--- src/rtl/mfd_trans_fab_arb.sv ---
// Round-robin packet arbiter for the MFD transaction cluster's single MSI fabric master port.
// Define MFD_TRANS_FAB_ARB_WATCHDOG_EN to build the stall watchdog (counter, ABORT poison beat, timeout_err).
module mfd_trans_fab_arb #(
    parameter int NUM_REQ = 2,
    parameter int DATA_W  = 32,
    parameter int SRC_W   = 1,
    parameter int TO_W    = 8
) (
    input  logic                      clk,
    input  logic                      reset_n,
    input  logic [NUM_REQ-1:0]        req_valid,
    input  logic [NUM_REQ*DATA_W-1:0] req_data,
    input  logic [NUM_REQ-1:0]        req_last,
    output logic [NUM_REQ-1:0]        req_ready,
    output logic                      fab_valid,
    output logic [DATA_W-1:0]         fab_data,
    output logic                      fab_last,
    output logic [SRC_W-1:0]          fab_src,
    input  logic                      fab_ready,
    output logic                      busy,
    output logic                      timeout_err
);

    localparam logic [1:0]       ST_IDLE   = 2'd0;
    localparam logic [1:0]       ST_GRANT  = 2'd1;
`ifdef MFD_TRANS_FAB_ARB_WATCHDOG_EN
    localparam logic [1:0]       ST_ABORT  = 2'd2;
    localparam logic [TO_W-1:0]  TO_LIMIT  = '1;
`endif
    localparam logic [SRC_W-1:0] LAST_INIT = SRC_W'(NUM_REQ - 1);

    if (NUM_REQ < 2 || NUM_REQ > 8 || SRC_W < 1 || SRC_W < $clog2(NUM_REQ) || TO_W < 1) begin : g_bad_params
        $error("mfd_trans_fab_arb: illegal parameter combination");
    end

    logic [1:0]       state_q, state_d;
    logic [SRC_W-1:0] g_q, g_d;
    logic [SRC_W-1:0] last_grant_q, last_grant_d;
    logic [SRC_W-1:0] pick;
    logic             any_req;
    logic [31:0]      idx;
    logic [31:0]      gi;
    logic             sel_valid;
    logic             sel_last;
    logic [DATA_W-1:0] sel_data;
    logic             xfer;
    logic             stall_hit;

    assign gi        = 32'(g_q);
    assign sel_valid = req_valid[gi];
    assign sel_last  = req_last[gi];
    assign sel_data  = req_data[gi*DATA_W +: DATA_W];
    assign xfer      = (state_q == ST_GRANT) && sel_valid && fab_ready;
    assign busy      = (state_q != ST_IDLE);

    // First asserted requester scanning upward from last_grant+1, wrapping.
    always_comb begin
        pick    = last_grant_q;
        any_req = 1'b0;
        idx     = '0;
        for (int unsigned k = 1; k <= NUM_REQ; k++) begin
            idx = (32'(last_grant_q) + k) % NUM_REQ;
            if (!any_req && req_valid[idx]) begin
                any_req = 1'b1;
                pick    = SRC_W'(idx);
            end
        end
    end

    always_comb begin
        state_d      = state_q;
        g_d          = g_q;
        last_grant_d = last_grant_q;
        req_ready    = '0;
        fab_valid    = 1'b0;
        fab_data     = '0;
        fab_last     = 1'b0;
        fab_src      = '0;
        case (state_q)
            ST_IDLE: begin
                if (any_req) begin
                    g_d     = pick;
                    state_d = ST_GRANT;
                end
            end
            ST_GRANT: begin
                fab_valid     = sel_valid;
                fab_data      = sel_data;
                fab_last      = sel_last;
                fab_src       = g_q;
                req_ready[gi] = fab_ready;
                if (xfer && sel_last) begin
                    last_grant_d = g_q;
                    state_d      = ST_IDLE;
                end else if (stall_hit) begin
`ifdef MFD_TRANS_FAB_ARB_WATCHDOG_EN
                    state_d = ST_ABORT;
`endif
                end
            end
`ifdef MFD_TRANS_FAB_ARB_WATCHDOG_EN
            ST_ABORT: begin
                fab_valid = 1'b1;
                fab_last  = 1'b1;
                fab_data  = '1;
                fab_src   = g_q;
                if (fab_ready) begin
                    last_grant_d = g_q;
                    state_d      = ST_IDLE;
                end
            end
`endif
            default: state_d = ST_IDLE;
        endcase
    end

    always_ff @(posedge clk or negedge reset_n) begin
        if (!reset_n) begin
            state_q      <= ST_IDLE;
            g_q          <= '0;
            last_grant_q <= LAST_INIT;
        end else begin
            state_q      <= state_d;
            g_q          <= g_d;
            last_grant_q <= last_grant_d;
        end
    end

`ifdef MFD_TRANS_FAB_ARB_WATCHDOG_EN
    logic [TO_W-1:0] cnt_q, cnt_d;
    logic            timeout_err_q, timeout_err_d;

    // Only requester silence counts; fabric backpressure with valid high never advances the counter.
    always_comb begin
        cnt_d     = cnt_q;
        stall_hit = 1'b0;
        if (state_q == ST_IDLE) begin
            cnt_d = '0;
        end else if (state_q == ST_GRANT) begin
            if (xfer) begin
                cnt_d = '0;
            end else if (!sel_valid) begin
                if (cnt_q != TO_LIMIT) begin
                    cnt_d = cnt_q + TO_W'(1);
                end
                stall_hit = (cnt_d == TO_LIMIT);
            end
        end
        timeout_err_d = stall_hit;
    end

    always_ff @(posedge clk or negedge reset_n) begin
        if (!reset_n) begin
            cnt_q         <= '0;
            timeout_err_q <= 1'b0;
        end else begin
            cnt_q         <= cnt_d;
            timeout_err_q <= timeout_err_d;
        end
    end

    assign timeout_err = timeout_err_q;
`else
    assign stall_hit   = 1'b0;
    assign timeout_err = 1'b0;
`endif

endmodule

--- config.mk ---
export PLATFORM = sky130hd
export DESIGN_NAME = mfd_trans_fab_arb
export DESIGN_NICKNAME = d
export VERILOG_FILES = /design/src/rtl/mfd_trans_fab_arb.sv
export SDC_FILE = /design/constraint.sdc
export NUM_CORES = 1
export LEC_CHECK = 0
export BUFFER_PORTS_ARGS = -buffer_cell sky130_fd_sc_hd__buf_2
export CAP_MARGIN = 15
export CORE_MARGIN = 5
export CORE_UTILIZATION = 25
export CTS_CLUSTER_SIZE = 8
export DETAILED_ROUTE_END_ITERATION = 16
export PLACE_DENSITY_LB_ADDON = 0.1
export SYNTH_ARGS = -nofsm -noshare
export SYNTH_HDL_FRONTEND = slang
export SYNTH_SLANG_ARGS = --single-unit
--- constraint.sdc ---
create_clock -name clk -period 1.03 [get_ports clk]
set_input_delay 0.103 -clock clk [delete_from_list [all_inputs] [get_ports clk]]
set_output_delay 0.103 -clock clk [all_outputs]
set_load 0.05 [all_outputs]
# == Word level (Yosys, flattened, before mapping) ==
# Cells that the tools add are included.
# word_totals
output_inout_bits,39
inputBits,71
word_cells,47
regBits,4
# op_classes
shifts,1
n_bitwise,1
mux,22
eq_ne,3
n_lt_le_gt_ge,4
n_addsub,2
reduce_logical,11
# ops
cell,n
$shiftx A64 B7 Y32,1
$mux W32,1
$mux W1,16
$lt A1 B2 Y1 const B,3
$mux W2,3
$reduce_and A2 Y1,3
$logic_and A1 B1 Y1,5
$pmux W2 S2,1
$add A1 B1 Y1 const B,2
$and A2 B2 Y2,1
$eq A2 B1 Y1 const B,1
$logic_not A2 Y1,1
$ne A2 B1 Y1 const B,1
$ne A2 B2 Y1 const B,1
$reduce_bool A2 Y1,1
$demux W1 S1,1
$ge A1 B1 Y1 const B,1
$logic_not A1 Y1,1

# == Longest topological paths before layout ==
# depth
depth_word,9
depth_mapped,4
mapped_depth_nobuf,3

# == Worst setup path before layout ==
# OpenSTA, ideal clock, no wires.
# synth_path
path_type,register -> register
startpoint,register state_q[0]
endpoint,register state_q[0]
path_stages_with_launch,4
path_buffers,0
arrival_time_ns,1.701
synth_period_minus_slack_ns,1.867
setup_slack_ns,-0.837
setup_ns,0.167
path_cell_list,dfrtp_1 > inv_2 > nor2_1 > a31oi_1
# synth_via
elab_chain_cells,6
# synth_lines
item,line,text
start: declaration,36,"logic [1:0] state_q, state_d;"
start signal: assignment,123,state_q <= state_d;
$eq A2 B1 Y1,"53, 79",
$logic_and A1 B1 Y1 (2 in a row),53,assign xfer = (state_q == ST_GRANT) && sel_valid && fab_ready;
$logic_and A1 B1 Y1,92,if (xfer && sel_last) begin
$ne A2 B1 Y1 (no source line),-,
$reduce_and A2 Y1 (no source line),-,
# Parallel ways exist; a longest one is shown, timed or not.
# A chain may end at the register's enable or synchronous reset.

# == Final worst setup path ==
# layout_path
startpoint,register g_q
endpoint,output fab_data[10]
# layout_via
elab_chain_cells,2
# layout_lines
item,line,text
start: declaration,37,"logic [SRC_W-1:0] g_q, g_d;"
start signal: assignment,124,g_q <= g_d;
$shiftx A64 B7 Y32,52,assign sel_data = req_data[gi*DATA_W +: DATA_W];
$mux W32,79,case (state_q)
end: declaration,16,"output logic [DATA_W-1:0] fab_data,"
# No other way between the ends.

==> results.ini <==
[status]
status = complete, but fails checks
violations = setup timing

[sta]
setup_viol = 40
hold_viol = 0
period_share = 1.51
worst_slack_ps = -525
max_freq_mhz = 643
rsz0062_at_grt = yes
timing.final.crit_period_ps = 1560
drv_slew = 0
skew_ps = 0.366
finalSetupTns_ps = -17660

[clock_tree]
cts-buffers-inserted = 3
htreeDepth = 1
clkSinkCount = 3
worstSkewPairLatency_ps = 230
clk_path_buf_depth = 2
cts_root_buf = clkbuf_4
cts_tree = done
clkTransAtPathRegs_ps = 30

[worst_setup_path]
crit_path_max_fanout = 16
worstPathRequired_ps = 930
crit_arrival_ps = 1450
crit_path_start_kind = flip-flop
cp_cell_sequence = buf_12, mux2i_2, nor2_4, buf_2
cp_top_family = buffers and inverters
critPathKind = reg2out
slowest_stage = dfrtp_2
end_kind = primary output
cpPeakStageDelay_ps = 410
critPathBufInv = 2

[finish]
antennaDiodeCount = 0
layout.cells.non_filler = 240
syn_to_final_growth_pct = 190
drive_gt1_frac = 0.909
nets = 281
layout_commonest_cell = buf_2
final_cell_mix = buf_2, nor2_4, mux2i_2
final_util = 0.742

[floorplanning]
die-width_um = 62.4
start_util = 0.256
io_pins = 110
dieArea_sq_um = 3900
core_area_sq_um = 2690
rows = 19
die_y_um = 62.4

[routing]
avgRoutedWirePerCell_um = 14.1
drc = 0
drt_iter0_drc = 26
via_per_inst = 4.68
vias = 1124
routed_wl_um = 3390
antenna_left = 0
firstDrtPassIters = 3

[flow_run]
max_cap_viol_count = 0

[global_routing]
grt_pass1_wl_um = 5080
grt_max_degree = 21
first_global_vias = 1128
track_usage = 0.155
grt_overflow = 0
antenna_found_initial = 0

[yosys]
syn-mean-instance-area_sq_um = 7.47
synth-seq-cells = 3
yosysWarnings = 0
syn-cell-area_sq_um = 687
ys_types = 17
syn-instance-count = 92
seq_area_frac_synth = 0.111
syn-num-nets = 163

[placed_design]
dp.cells = 229
place_hpwl_um = 2520
pre_cts_ws_ps = -266
io_buffers = 108
globalplace.congestion = 0.774

[pwr]
leakagePower_nw = 0.927
p_per_area_nw_per_um2 = 3310
ir_worst_vdd_uv = 2200
p_total_mw = 6.61

[hold_path]
hold_path.class = in2reg

worst reg2reg max path: stages (launching register included):
cell and delay (ps):
dfrtp_2 430, buf_4 150, mux2_4 300, buf_4 140, a31oi_2 180
routing by layer:
| layer | up-vias | GRT usage | routed length [um] |
|---|---|---|---|
| met5 | - | 0 | 0 |
| met4 | 0 | 0.0557 | 46 |
| met3 | 5 | 0.0504 | 316 |
| met2 | 58 | 0.298 | 1960 |
| met1 | 511 | 0.150 | 1060 |
| li1 | 550 | - | - |
per-stage QoR:
stage	area (sq um)	hold slack, ps
after floorplan	1010	-193
after global placement	1560	-98.5
after detailed placement	1560	-94.6
after CTS	1780	87.6
after global routing	1990	110
final	1990	103
sequential cells by signal (all words and copies together) (netlist names):
register,count
state_q,1
last_grant_q,1
g_q,1
area by class of cell:
class | count | area [sq um]
clock buffer | 4 | 26.3
fill | 193 | 692
inverter | 1 | 11.3
multi-input combinational | 80 | 966
sequential | 3 | 81.3
tap | 31 | 38.8
timing repair buffer | 121 | 871
path summary, 6_finish.rpt:
path	start	end	slack, ps	cells past startpoint
max	g_q	fab_data[10]	-530	4
min	req_valid[0]	last_grant_q	100	2
max reg2reg	g_q	state_q[0]	-250	4
min reg2reg	last_grant_q	last_grant_q	560	2
max in group asynchronous	reset_n	last_grant_q	630	2
min in group asynchronous	reset_n	state_q[0]	210	2
where the power goes:
part           leakage [nW]  internal [mW]  switching, mW
logic                 0.881           2.52           3.62
registers            0.0308          0.190         0.0639
clock network        0.0150          0.145         0.0605
cells in the mapped netlist:
cell type | number | share of area
and3_4 | 1 | 0.016
dfstp_2 | 1 | 0.038
inv_2 | 1 | 0.0055
a32o_1 | 1 | 0.015
nor2_1 | 34 | 0.19
buf_4 | 1 | 0.011
dfrtp_1 | 2 | 0.073
a31oi_1 | 3 | 0.027
mux2_2 | 1 | 0.016
buf_6 | 4 | 0.066
and2_1 | 2 | 0.018
buf_2 | 1 | 0.0073
conb_1 | 1 | 0.0055
nand2_1 | 3 | 0.016
clkbuf_1 | 2 | 0.011
mux2i_1 | 33 | 0.48
nor3_1 | 1 | 0.0073
cell families (layout without fill, tap and decap cells):
kind of cell | after synthesis | after routing | share of synthesized area
buffers and inverters | 9 | 126 | 0.100
AOI/OAI and AO/OA | 4 | 4 | 0.0419
DFF | 3 | 3 | 0.111
and+or+nand+nor | 41 | 41 | 0.244
other | 1 | 1 | 0.00546
muxes | 34 | 34 | 0.497
repair_timing:
item | in CTS | in global routing
pin swaps | 4 | 0
hold buffers | 1 | 0
endpoints found under the setup margin | 41 | 41
hold endpoints to repair | 3 | 0
resized for setup | 36 | 43
setup buffers | 1 | 4
cloned | 1 | 0
(Power assumes the default switching activity.)
